`src/rtl/uart_rx_fifo_pkg.sv`:
```
// Shared definitions for the UART receive front-end: FSM encodings and
// baud-timing derivations used by the receiver and its bench.
package uart_rx_fifo_pkg;

    localparam int BYTE_W     = 8;
    localparam int DEF_CLK_HZ = 12000000;
    localparam int DEF_BAUD   = 115200;

    typedef enum logic [2:0] {
        ST_IDLE   = 3'd0,
        ST_START  = 3'd1,
        ST_DATA   = 3'd2,
        ST_STOP   = 3'd3,
        ST_WAITHI = 3'd4
    } rx_state_t;

    function automatic int bit_cyc_of(input int clk_hz, input int baud);
        return clk_hz / baud;
    endfunction

    function automatic int half_of(input int clk_hz, input int baud);
        return bit_cyc_of(clk_hz, baud) / 2;
    endfunction

    function automatic int cnt_w_of(input int clk_hz, input int baud);
        int b;
        b = bit_cyc_of(clk_hz, baud);
        return (b > 1) ? $clog2(b) : 1;
    endfunction

endpackage

```
`src/rtl/uart_rx_fifo_if.sv`:
```
// Read-side valid/ready handshake carrying received bytes to the consumer.
interface uart_rx_fifo_if;

    logic [7:0] DATA;
    logic       VALID;
    logic       READY;

    modport master (output DATA, output VALID, input READY);
    modport slave  (input DATA, input VALID, output READY);

endinterface

```
`src/rtl/uart_fifo.sv`:
```
// Small synchronous FIFO; pointers carry one extra wrap bit so full and
// empty are told apart by the MSB alone.
module uart_fifo #(
    parameter int DEPTH = 4,
    parameter int WIDTH = 8
) (
    input  logic             clk,
    input  logic             rst_n,
    input  logic             push,
    input  logic [WIDTH-1:0] wdata,
    input  logic             pop,
    output logic [WIDTH-1:0] head,
    output logic             full,
    output logic             empty
);

    localparam int AW    = $clog2(DEPTH);
    localparam int PTR_W = AW + 1;

    logic [WIDTH-1:0] mem [DEPTH];
    logic [PTR_W-1:0] wr_ptr;
    logic [PTR_W-1:0] rd_ptr;
    logic             wr_en;
    logic             rd_en;

    assign empty = (wr_ptr == rd_ptr);
    assign full  = (wr_ptr[PTR_W-1] != rd_ptr[PTR_W-1]) &&
                   (wr_ptr[AW-1:0] == rd_ptr[AW-1:0]);

    // A simultaneous pop frees the slot, so a push into a full FIFO still lands.
    assign rd_en = pop && !empty;
    assign wr_en = push && (!full || rd_en);

    assign head = mem[rd_ptr[AW-1:0]];

    always_ff @(posedge clk or negedge rst_n) begin
        if (!rst_n) begin
            wr_ptr <= '0;
            rd_ptr <= '0;
        end else begin
            if (wr_en) wr_ptr <= wr_ptr + PTR_W'(1);
            if (rd_en) rd_ptr <= rd_ptr + PTR_W'(1);
        end
    end

    always_ff @(posedge clk) begin
        if (wr_en) mem[wr_ptr[AW-1:0]] <= wdata;
    end

endmodule

```
`src/rtl/uart_rx_fifo.sv`:
```
// 8N1 UART receiver with mid-bit sampling, 2-FF line synchroniser and a
// small output FIFO read through a valid/ready handshake.
module uart_rx_fifo
    import uart_rx_fifo_pkg::*;
#(
    parameter int CLK_HZ = DEF_CLK_HZ,
    parameter int BAUD   = DEF_BAUD,
    parameter int DEPTH  = 4
) (
    input  logic                  CLK,
    input  logic                  RESn,
    input  logic                  RXD,
    uart_rx_fifo_if.master        rd_bus,
    output logic                  FERR,
    output logic                  OVR,
    input  logic                  CLR,
    output logic                  BUSY
);

    localparam int BIT_CYC = bit_cyc_of(CLK_HZ, BAUD);
    localparam int HALF    = half_of(CLK_HZ, BAUD);
    localparam int CNT_W   = cnt_w_of(CLK_HZ, BAUD);

    localparam logic [CNT_W-1:0] CNT_BIT_END  = CNT_W'(BIT_CYC - 1);
    localparam logic [CNT_W-1:0] CNT_HALF_END = CNT_W'(HALF - 1);

    logic              sync_p0;
    logic              sync_p1;
    logic              rs;

    rx_state_t         state;
    rx_state_t         state_nxt;
    logic [CNT_W-1:0]  cnt;
    logic [CNT_W-1:0]  cnt_nxt;
    logic [2:0]        bit_idx;
    logic [2:0]        bit_idx_nxt;
    logic              shift_en;
    logic              push;
    logic              ferr_set;

    logic [BYTE_W-1:0] shreg;
    logic [BYTE_W-1:0] fifo_head;
    logic              fifo_full;
    logic              fifo_empty;
    logic              pop;
    logic              ovr_set;
    logic              ferr_q;
    logic              ovr_q;

    // Synchroniser resets high so a line held low through reset is not a start.
    always_ff @(posedge CLK or negedge RESn) begin
        if (!RESn) begin
            sync_p0 <= 1'b1;
            sync_p1 <= 1'b1;
        end else begin
            sync_p0 <= RXD;
            sync_p1 <= sync_p0;
        end
    end

    assign rs = sync_p1;

    always_ff @(posedge CLK or negedge RESn) begin
        if (!RESn) begin
            state   <= ST_IDLE;
            cnt     <= '0;
            bit_idx <= '0;
        end else begin
            state   <= state_nxt;
            cnt     <= cnt_nxt;
            bit_idx <= bit_idx_nxt;
        end
    end

    always_comb begin
        state_nxt   = state;
        cnt_nxt     = cnt + CNT_W'(1);
        bit_idx_nxt = bit_idx;
        shift_en    = 1'b0;
        push        = 1'b0;
        ferr_set    = 1'b0;
        case (state)
            ST_IDLE: begin
                cnt_nxt = '0;
                if (!rs) state_nxt = ST_START;
            end
            ST_START: begin
                if (cnt == CNT_HALF_END) begin
                    cnt_nxt     = '0;
                    bit_idx_nxt = '0;
                    state_nxt   = rs ? ST_IDLE : ST_DATA;
                end
            end
            ST_DATA: begin
                if (cnt == CNT_BIT_END) begin
                    cnt_nxt     = '0;
                    shift_en    = 1'b1;
                    bit_idx_nxt = bit_idx + 3'd1;
                    if (bit_idx == 3'd7) state_nxt = ST_STOP;
                end
            end
            ST_STOP: begin
                if (cnt == CNT_BIT_END) begin
                    cnt_nxt = '0;
                    if (rs) begin
                        push      = 1'b1;
                        state_nxt = ST_IDLE;
                    end else begin
                        ferr_set  = 1'b1;
                        state_nxt = ST_WAITHI;
                    end
                end
            end
            ST_WAITHI: begin
                // Hold off until the line returns high so a break flags only once.
                cnt_nxt = '0;
                if (rs) state_nxt = ST_IDLE;
            end
            default: begin
                cnt_nxt   = '0;
                state_nxt = ST_IDLE;
            end
        endcase
    end

    always_ff @(posedge CLK) begin
        if (shift_en) shreg <= {rs, shreg[BYTE_W-1:1]};
    end

    assign pop     = !fifo_empty && rd_bus.READY;
    assign ovr_set = push && fifo_full && !pop;

    uart_fifo #(
        .DEPTH (DEPTH),
        .WIDTH (BYTE_W)
    ) u_fifo (
        .clk   (CLK),
        .rst_n (RESn),
        .push  (push),
        .wdata (shreg),
        .pop   (pop),
        .head  (fifo_head),
        .full  (fifo_full),
        .empty (fifo_empty)
    );

    // New overrun takes priority over a clear in the same cycle.
    always_ff @(posedge CLK or negedge RESn) begin
        if (!RESn) begin
            ferr_q <= 1'b0;
            ovr_q  <= 1'b0;
        end else begin
            ferr_q <= ferr_set;
            if (ovr_set)  ovr_q <= 1'b1;
            else if (CLR) ovr_q <= 1'b0;
        end
    end

    assign rd_bus.DATA  = fifo_empty ? '0 : fifo_head;
    assign rd_bus.VALID = !fifo_empty;
    assign FERR         = ferr_q;
    assign OVR          = ovr_q;
    assign BUSY         = (state != ST_IDLE);

endmodule

```
`src/flat_wrapper.sv`:
```
// flat-port wrapper written by rule: the top's interface ports become plain ports
module uart_rx_fifo_flat import uart_rx_fifo_pkg::*;
#(
    parameter int CLK_HZ = DEF_CLK_HZ,
    parameter int BAUD   = DEF_BAUD,
    parameter int DEPTH  = 4
)
  (CLK, RESn, RXD, FERR, OVR, CLR, BUSY, rd_bus_DATA, rd_bus_VALID, rd_bus_READY);
  uart_rx_fifo_if rd_bus_i ();
  input  logic CLK;
  input  logic RESn;
  input  logic RXD;
  output logic FERR;
  output logic OVR;
  input  logic CLR;
  output logic BUSY;
  output wire logic [$bits(rd_bus_i.DATA)-1:0] rd_bus_DATA;
  output wire logic [$bits(rd_bus_i.VALID)-1:0] rd_bus_VALID;
  input wire logic [$bits(rd_bus_i.READY)-1:0] rd_bus_READY;
  assign rd_bus_DATA = rd_bus_i.DATA;
  assign rd_bus_VALID = rd_bus_i.VALID;
  assign rd_bus_i.READY = rd_bus_READY;
  uart_rx_fifo #(.CLK_HZ(CLK_HZ), .BAUD(BAUD), .DEPTH(DEPTH)) u_core (.CLK(CLK), .RESn(RESn), .RXD(RXD), .rd_bus(rd_bus_i), .FERR(FERR), .OVR(OVR), .CLR(CLR), .BUSY(BUSY));
endmodule
```
`config.mk`:
```
export PLATFORM = sky130hd
export DESIGN_NAME = uart_rx_fifo_flat
export DESIGN_NICKNAME = d
export VERILOG_FILES = /design/src/rtl/uart_rx_fifo_pkg.sv /design/src/rtl/uart_rx_fifo_if.sv /design/src/rtl/uart_fifo.sv /design/src/rtl/uart_rx_fifo.sv /design/src/flat_wrapper.sv
export SDC_FILE = /design/constraint.sdc
export NUM_CORES = 1
export LEC_CHECK = 0
export CAP_MARGIN = 10
export CORE_ASPECT_RATIO = 1.25
export CORE_MARGIN = 3
export CORE_UTILIZATION = 62
export DETAILED_ROUTE_END_ITERATION = 10
export GPL_TIMING_DRIVEN = 0
export PLACE_DENSITY = 0.93
export SYNTH_ARGS = -nofsm -noshare
export SYNTH_HDL_FRONTEND = slang
export SYNTH_SLANG_ARGS = --single-unit
```
`constraint.sdc`:
```
create_clock -name CLK -period 5 [get_ports CLK]
set_clock_uncertainty 0.15 [all_clocks]
set_input_delay 1.25 -clock CLK [delete_from_list [all_inputs] [get_ports CLK]]
set_output_delay 1.25 -clock CLK [all_outputs]
set_load 0.005 [all_outputs]
```
==> results.sh, run 1 <==
export IMPL_holdWs_ns=0.205
export IMPL_syn_inst=163
export IMPL_synth_avg_cell_area_um2=16.1
export IMPL_synth_seq_cells=63
export IMPL_fin_nets=204
export IMPL_die_h_um=78.7
export IMPL_cp_top_family="buffers and inverters"
export IMPL_stdcell_count=250
export IMPL_grt_overflow_total=0
export IMPL_wirelength_um=4470
export IMPL_startpoint_type="register"
export IMPL_chipWidth_um=64.1
export IMPL_synthFlopType="edfxtp_1"
export IMPL_fin_util=0.790
export IMPL_io_pins=17
export IMPL_cap_violations=0
export IMPL_cp_num_buf_inv=3
export IMPL_status="completed"
export IMPL_grt_setup_unrepaired="no"
export IMPL_drive_gt1_frac=0.168
export IMPL_cts_buffer_depth=2
export IMPL_yosys_warnings=0
export IMPL_hp_class="reg2reg"
export IMPL_die_area_um2=5040
export IMPL_final_min_clock_period_ns=3.62
export IMPL_hold_buffers=0
export IMPL_power_total_mw=1.39
export IMPL_antenna_cells=0
export IMPL_max_freq_mhz=276
export IMPL_placedCellCount=233
export IMPL_cts_buffers=9
export IMPL_antenna_found_initial=0
export IMPL_first_pass_iters=4
export IMPL_synth_area_leaders="edfxtp_1 46%, dfrtp_1 20%, mux4_2 6.9%"
export IMPL_drc=0
export IMPL_fin_area_um2=3090
export IMPL_syn_nets=176
export IMPL_cp_end_kind="output pin"
export IMPL_ys_seq_area_frac=0.679
export IMPL_wl_per_cell_um=17.9
export IMPL_post_cts_buffers=0
export IMPL_crit_start="u_core.u_fifo.rd_ptr[1]$_DFFE_PN0P_"
export IMPL_hold_viol=0
export IMPL_core_um2=3910
export IMPL_start_util=0.670
export IMPL_vias_per_cell=5.71
export IMPL_ys_async_sr_fraction=0.365
export IMPL_slowest_delay_ns=0.51
export IMPL_grt_pass1_wl_um=7570
export IMPL_finalCritPeriodShare=0.723
export IMPL_ant_nets=0
export IMPL_dpl_worst_slack_ns=1.68
export IMPL_netlist_top_cell_by_area="edfxtp_1"
export IMPL_path_class="reg2out"
export IMPL_setup_slack_ns=1.38
export IMPL_grt_max_degree=24
export IMPL_yosysTopAreaCellShare=0.459
export IMPL_setup_viol=0
export IMPL_clock_sinks=63
export IMPL_r2r_slack_ns=2.46
export IMPL_worst_pin_slew_ns=1.01
export IMPL_crit_cells=6
export IMPL_htreeDepth=3
export IMPL_p_leak_nw=1.19
export IMPL_cts_root_buf="clkbuf_8"
export IMPL_cts_tree="yes"
export IMPL_powerDensity_nw_per_um2=449
export IMPL_hpwl_um=2920
export IMPL_path_cells="buf_2 -> xnor2_1 -> nand3b_1 -> clkbuf_1 -> and2_1 -> clkdlybuf4s50_1"
export IMPL_irDropWorstVdd_uv=291
export IMPL_clock_latency_ns=0.34
export IMPL_cts_resized=0
export IMPL_synth_edf_count=40
export IMPL_reg2reg_to="u_core.u_fifo.mem[1][1]$_DFFE_PP_"
export IMPL_area_growth_pct=18.0
export IMPL_mappedNetlistArea_um2=2620
export IMPL_drt_iter0_drc=55
export IMPL_gp_congestion=0.825
export IMPL_cp_arrival_ns=2.22
export IMPL_endpoint="rd_bus_DATA[2]"
export IMPL_r2r_cells=5
export IMPL_clk_pin_slew_ns=0.07
export IMPL_crit_path_top_delay_cell="clkdlybuf4s50_1"
export IMPL_io_buffer_count=16
export IMPL_path_max_fanout=10
export IMPL_drv_slew=0
export IMPL_fin_setup_tns_ns=0
export IMPL_cp_required_ns=3.60
export IMPL_dpl_instance_area_um2=2850
export IMPL_row_count=25
export IMPL_synth_cell_types=39
export IMPL_grt_usage=0.210
export IMPL_r2r_start="u_core.cnt[0]$_DFF_PN0_"
export IMPL_grt_pass1_vias=1490
export IMPL_slew_headroom=0.328
export IMPL_num_vias=1428
where the power goes:
part | internal (mW) | leakage [nW] | switching [mW]
registers | 0.564 | 0.647 | 0.00924
logic | 0.186 | 0.420 | 0.111
clock network | 0.327 | 0.118 | 0.189
how the worst min path moves through the flow:
| stage | slack [ns] | endpoint | from | cells after the start |
|---|---|---|---|---|
| floorplan | 0.20 | u_core.rs$_DFF_PN1_ | u_core.sync_p0$_DFF_PN1_ | 0 |
| global placement | 0.20 | u_core.rs$_DFF_PN1_ | u_core.sync_p0$_DFF_PN1_ | 0 |
| detailed placement | 0.20 | u_core.rs$_DFF_PN1_ | u_core.sync_p0$_DFF_PN1_ | 0 |
| CTS | 0.21 | u_core.rs$_DFF_PN1_ | u_core.sync_p0$_DFF_PN1_ | 0 |
| global route | 0.21 | u_core.rs$_DFF_PN1_ | u_core.sync_p0$_DFF_PN1_ | 0 |
| finish | 0.21 | u_core.rs$_DFF_PN1_ | u_core.sync_p0$_DFF_PN1_ | 0 |
cell usage in the layout, fill, tap and decap left out, types with 2 or more instances in the layout:
cell	instances
nand2_1	5
clkbuf_1	2
nor2_1	12
inv_1	6
clkbuf_8	9
and2_1	11
dfrtp_1	21
xor2_1	3
a22o_1	2
clkdlybuf4s50_1	16
nand3b_1	2
dfstp_2	2
mux2_2	2
ha_1	8
edfxtp_1	40
a211oi_1	2
clkinv_1	2
nand3_1	5
mux4_2	8
or3_1	2
xnor2_1	9
bufinv_16	3
cell usage after synthesis, types with 2 or more instances:
library cell / number
inv_1: 6
xnor2_1: 9
dfstp_2: 2
or3_1: 2
mux2_2: 2
clkbuf_1: 2
xor2_1: 3
and2_1: 11
edfxtp_1: 40
a22o_1: 2
nand2_1: 5
a211oi_1: 2
nand3_1: 5
mux4_2: 8
nor2_1: 12
dfrtp_1: 21
nand3b_1: 2
ha_1: 8
layer usage:
layer	global-route usage	vias to the layer above	share of wire
met3	0.0572	11	0.036
met2	0.362	28	0.54
met1	0.231	725	0.40
li1	-	664	-
met5	0	-	0
met4	0.123	0	0.028
sequential cells by signal (all words and copies together), names as in the netlist:
| register | count |
|---|---|
| u_core.state | 3 |
| u_core.u_fifo.rd_ptr | 3 |
| u_core.rs | 1 |
| u_core.u_fifo.mem | 32 |
| u_core.sync_p0 | 1 |
| u_core.bit_idx | 3 |
| u_core.cnt | 7 |
| u_core.FERR | 1 |
| u_core.u_fifo.wr_ptr | 3 |
| u_core.OVR | 1 |
| u_core.shreg | 8 |
kinds of logic (layout without fill, tap and decap cells):
logic type               after synthesis  in the layout  synth area share
AO/OA/AOI/OAI                         11             11            0.0311
XOR/XNOR                              12             12            0.0401
adder cells (fa/ha/maj)                8              8            0.0382
buffers and inverters                 10             43            0.0162
flip-flops                            63             63             0.679
multiplexers                          12             12            0.0855
AND/OR/NAND/NOR                       47             47             0.109
final cells by class:
class / instances / area, um2
inverters: 6 / 22.5
fillers: 220 / 821
well taps: 54 / 67.6
flip-flops and latches: 63 / 1780
multi-input cells: 90 / 797
clock buffers: 9 / 124
repair buffers: 17 / 168
clock inverters: 7 / 111
plain buffers: 4 / 20.0
(Power assumes the default switching activity.)
==> inputs of run 2 (changes only) <==
--- a/config.mk
+++ b/config.mk
@@ -8,10 +8,10 @@
 export CAP_MARGIN = 10
 export CORE_ASPECT_RATIO = 1.25
 export CORE_MARGIN = 3
-export CORE_UTILIZATION = 62
+export CORE_UTILIZATION = 58
 export DETAILED_ROUTE_END_ITERATION = 10
 export GPL_TIMING_DRIVEN = 0
-export PLACE_DENSITY = 0.93
+export PLACE_DENSITY = 0.88
 export SYNTH_ARGS = -nofsm -noshare
 export SYNTH_HDL_FRONTEND = slang
 export SYNTH_SLANG_ARGS = --single-unit
==> constraint.sdc (replaced) <==
create_clock -name CLK -period 3.5 [get_ports CLK]
set_clock_uncertainty 0.15 [all_clocks]
set_input_delay 0.875 -clock CLK [delete_from_list [all_inputs] [get_ports CLK]]
set_output_delay 0.875 -clock CLK [all_outputs]
set_load 0.005 [all_outputs]
==> results.sh, run 2 (same netlist as run 1, synthesis figures left out) <==
export IMPL_status="completed"
export IMPL_antenna_cells=0
export IMPL_gp_congestion=0.748
export IMPL_row_count=26
export IMPL_drc=0
export IMPL_cts_resized=0
export IMPL_final_cell_mix="40 x edfxtp_1, 21 x dfrtp_1, 16 x clkdlybuf4s50_1, 12 x nor2_1, 11 x and2_1"
export IMPL_grt_pass1_wl_um=7660
export IMPL_fillCellCount=263
export IMPL_r2r_start="u_core.cnt[0]$_DFF_PN0_"
export IMPL_p_leak_nw=1.18
export IMPL_irDropWorstVdd_uv=448
export IMPL_holdWs_ns=0.211
export IMPL_placedCellCount=235
export IMPL_drt_iter0_drc=97
export IMPL_ant_nets=0
export IMPL_io_buffer_count=16
export IMPL_grt_overflow_total=0
export IMPL_drv_slew=0
export IMPL_cts_buffer_depth=2
export IMPL_start_util=0.619
export IMPL_area_growth_pct=17.8
export IMPL_setup_slack_ns=0.259
export IMPL_post_cts_buffers=0
export IMPL_cts_root_buf="clkbuf_8"
export IMPL_largest_reg_flops=32
export IMPL_cp_required_ns=2.47
export IMPL_finalCritPeriodShare=0.926
export IMPL_final_min_clock_period_ns=3.24
export IMPL_hold_viol=0
export IMPL_max_freq_mhz=309
export IMPL_dpl_instance_area_um2=2850
export IMPL_hold_start="u_core.sync_p0$_DFF_PN1_"
export IMPL_fin_nets=203
export IMPL_hold_buffers=0
export IMPL_powerDensity_nw_per_um2=646
export IMPL_setup_viol=0
export IMPL_drive_gt1_frac=0.169
export IMPL_fin_area_um2=3090
export IMPL_chipWidth_um=66.1
export IMPL_grt_pass1_vias=1541
export IMPL_stdcell_count=251
export IMPL_antenna_found_initial=0
export IMPL_die_h_um=81.1
export IMPL_io_pins=17
export IMPL_crit_start="u_core.u_fifo.rd_ptr[0]$_DFFE_PN0P_"
export IMPL_die_area_um2=5360
export IMPL_cp_arrival_ns=2.22
export IMPL_worst_pin_slew_ns=1.20
export IMPL_clock_latency_ns=0.33
export IMPL_wirelength_um=4660
export IMPL_cts_tree="yes"
export IMPL_htreeDepth=3
export IMPL_core_um2=4230
export IMPL_clk_pin_slew_ns=0.07
export IMPL_clock_sinks=63
export IMPL_hp_class="reg2reg"
export IMPL_final_common_cell="edfxtp_1"
export IMPL_wl_per_cell_um=18.6
export IMPL_cap_violations=0
export IMPL_hpwl_um=3110
export IMPL_first_pass_iters=4
export IMPL_slew_headroom=0.196
export IMPL_path_class="reg2out"
export IMPL_num_vias=1449
export IMPL_startpoint_type="register"
export IMPL_cp_end_kind="output pin"
export IMPL_path_max_fanout=10
export IMPL_vias_per_cell=5.77
export IMPL_fin_setup_tns_ns=0
export IMPL_grt_usage=0.203
export IMPL_grt_max_degree=24
export IMPL_dpl_worst_slack_ns=0.548
export IMPL_grt_setup_unrepaired="no"
export IMPL_cts_buffers=9
[run 2: per-stage QoR]
| stage | power (mW) | util |
|---|---|---|
| 2_1_floorplan | 1.08 | - |
| 3_5_place_dp | 1.27 | 0.674 |
| 3_3_place_gp | 1.25 | 0.674 |
| 4_1_cts | 2.01 | 0.730 |
| 5_1_grt | 2.07 | 0.730 |
| 6_report | 1.99 | 0.730 |
[run 2: where the power goes]
| group | internal, mW | switching, mW | total (mW) | leakage (nW) |
|---|---|---|---|---|
| Sequential | 0.806 | 0.0134 | 0.819 | 0.647 |
| Combinational | 0.270 | 0.169 | 0.438 | 0.415 |
| Clock | 0.472 | 0.265 | 0.736 | 0.120 |
[run 2: final timing paths]
check,to,slack (ns),cells past startpoint
worst max-delay path,rd_bus_DATA[1],0.26,6
worst max register to register,u_core.u_fifo.mem[0][6]$_DFFE_PP_,1.02,5
min in group asynchronous,u_core.cnt[1]$_DFF_PN0_,0.95,1
max in group asynchronous,u_core.state[2]$_DFFE_PN0P_,1.65,1
worst min register to register,u_core.rs$_DFF_PN1_,0.21,0
worst min-delay path,u_core.rs$_DFF_PN1_,0.21,0
[run 2: layer usage]
layer	routed length [um]	part of all wire	global-route usage
met5	0	0	0
met4	76	0.016	0.0732
met3	184	0.039	0.0539
met2	2650	0.57	0.371
met1	1740	0.37	0.223
[run 2: layout make-up]
| type | instances | area [um2] | share of cell area |
|---|---|---|---|
| sequential | 63 | 1780 | 0.577 |
| multi-input combinational | 90 | 797 | 0.258 |
| timing repair buffer | 16 | 160 | 0.0519 |
| clock buffer | 10 | 128 | 0.0414 |
| clock inverter | 6 | 109 | 0.0353 |
| tap | 56 | 70.1 | 0.0227 |
| inverter | 6 | 22.5 | 0.00730 |
| buffer | 4 | 20.0 | 0.00649 |
[run 2: critical path: stages (launching register included)]
cell and delay, ns:
dfrtp_1 0.38, buf_4 0.20, xnor2_1 0.16, nand3b_1 0.13, clkbuf_1 0.32, and2_1 0.20, clkdlybuf4s50_1 0.49
==> inputs of run 3 (changes only) <==
--- a/config.mk
+++ b/config.mk
@@ -9,6 +9,7 @@
 export CORE_ASPECT_RATIO = 1.25
 export CORE_MARGIN = 3
 export CORE_UTILIZATION = 58
+export CTS_CLUSTER_SIZE = 20
 export DETAILED_ROUTE_END_ITERATION = 10
 export GPL_TIMING_DRIVEN = 0
 export PLACE_DENSITY = 0.88
==> results of run 3 <==
The final DEF is identical to that of run 2; final timing and power are the same.
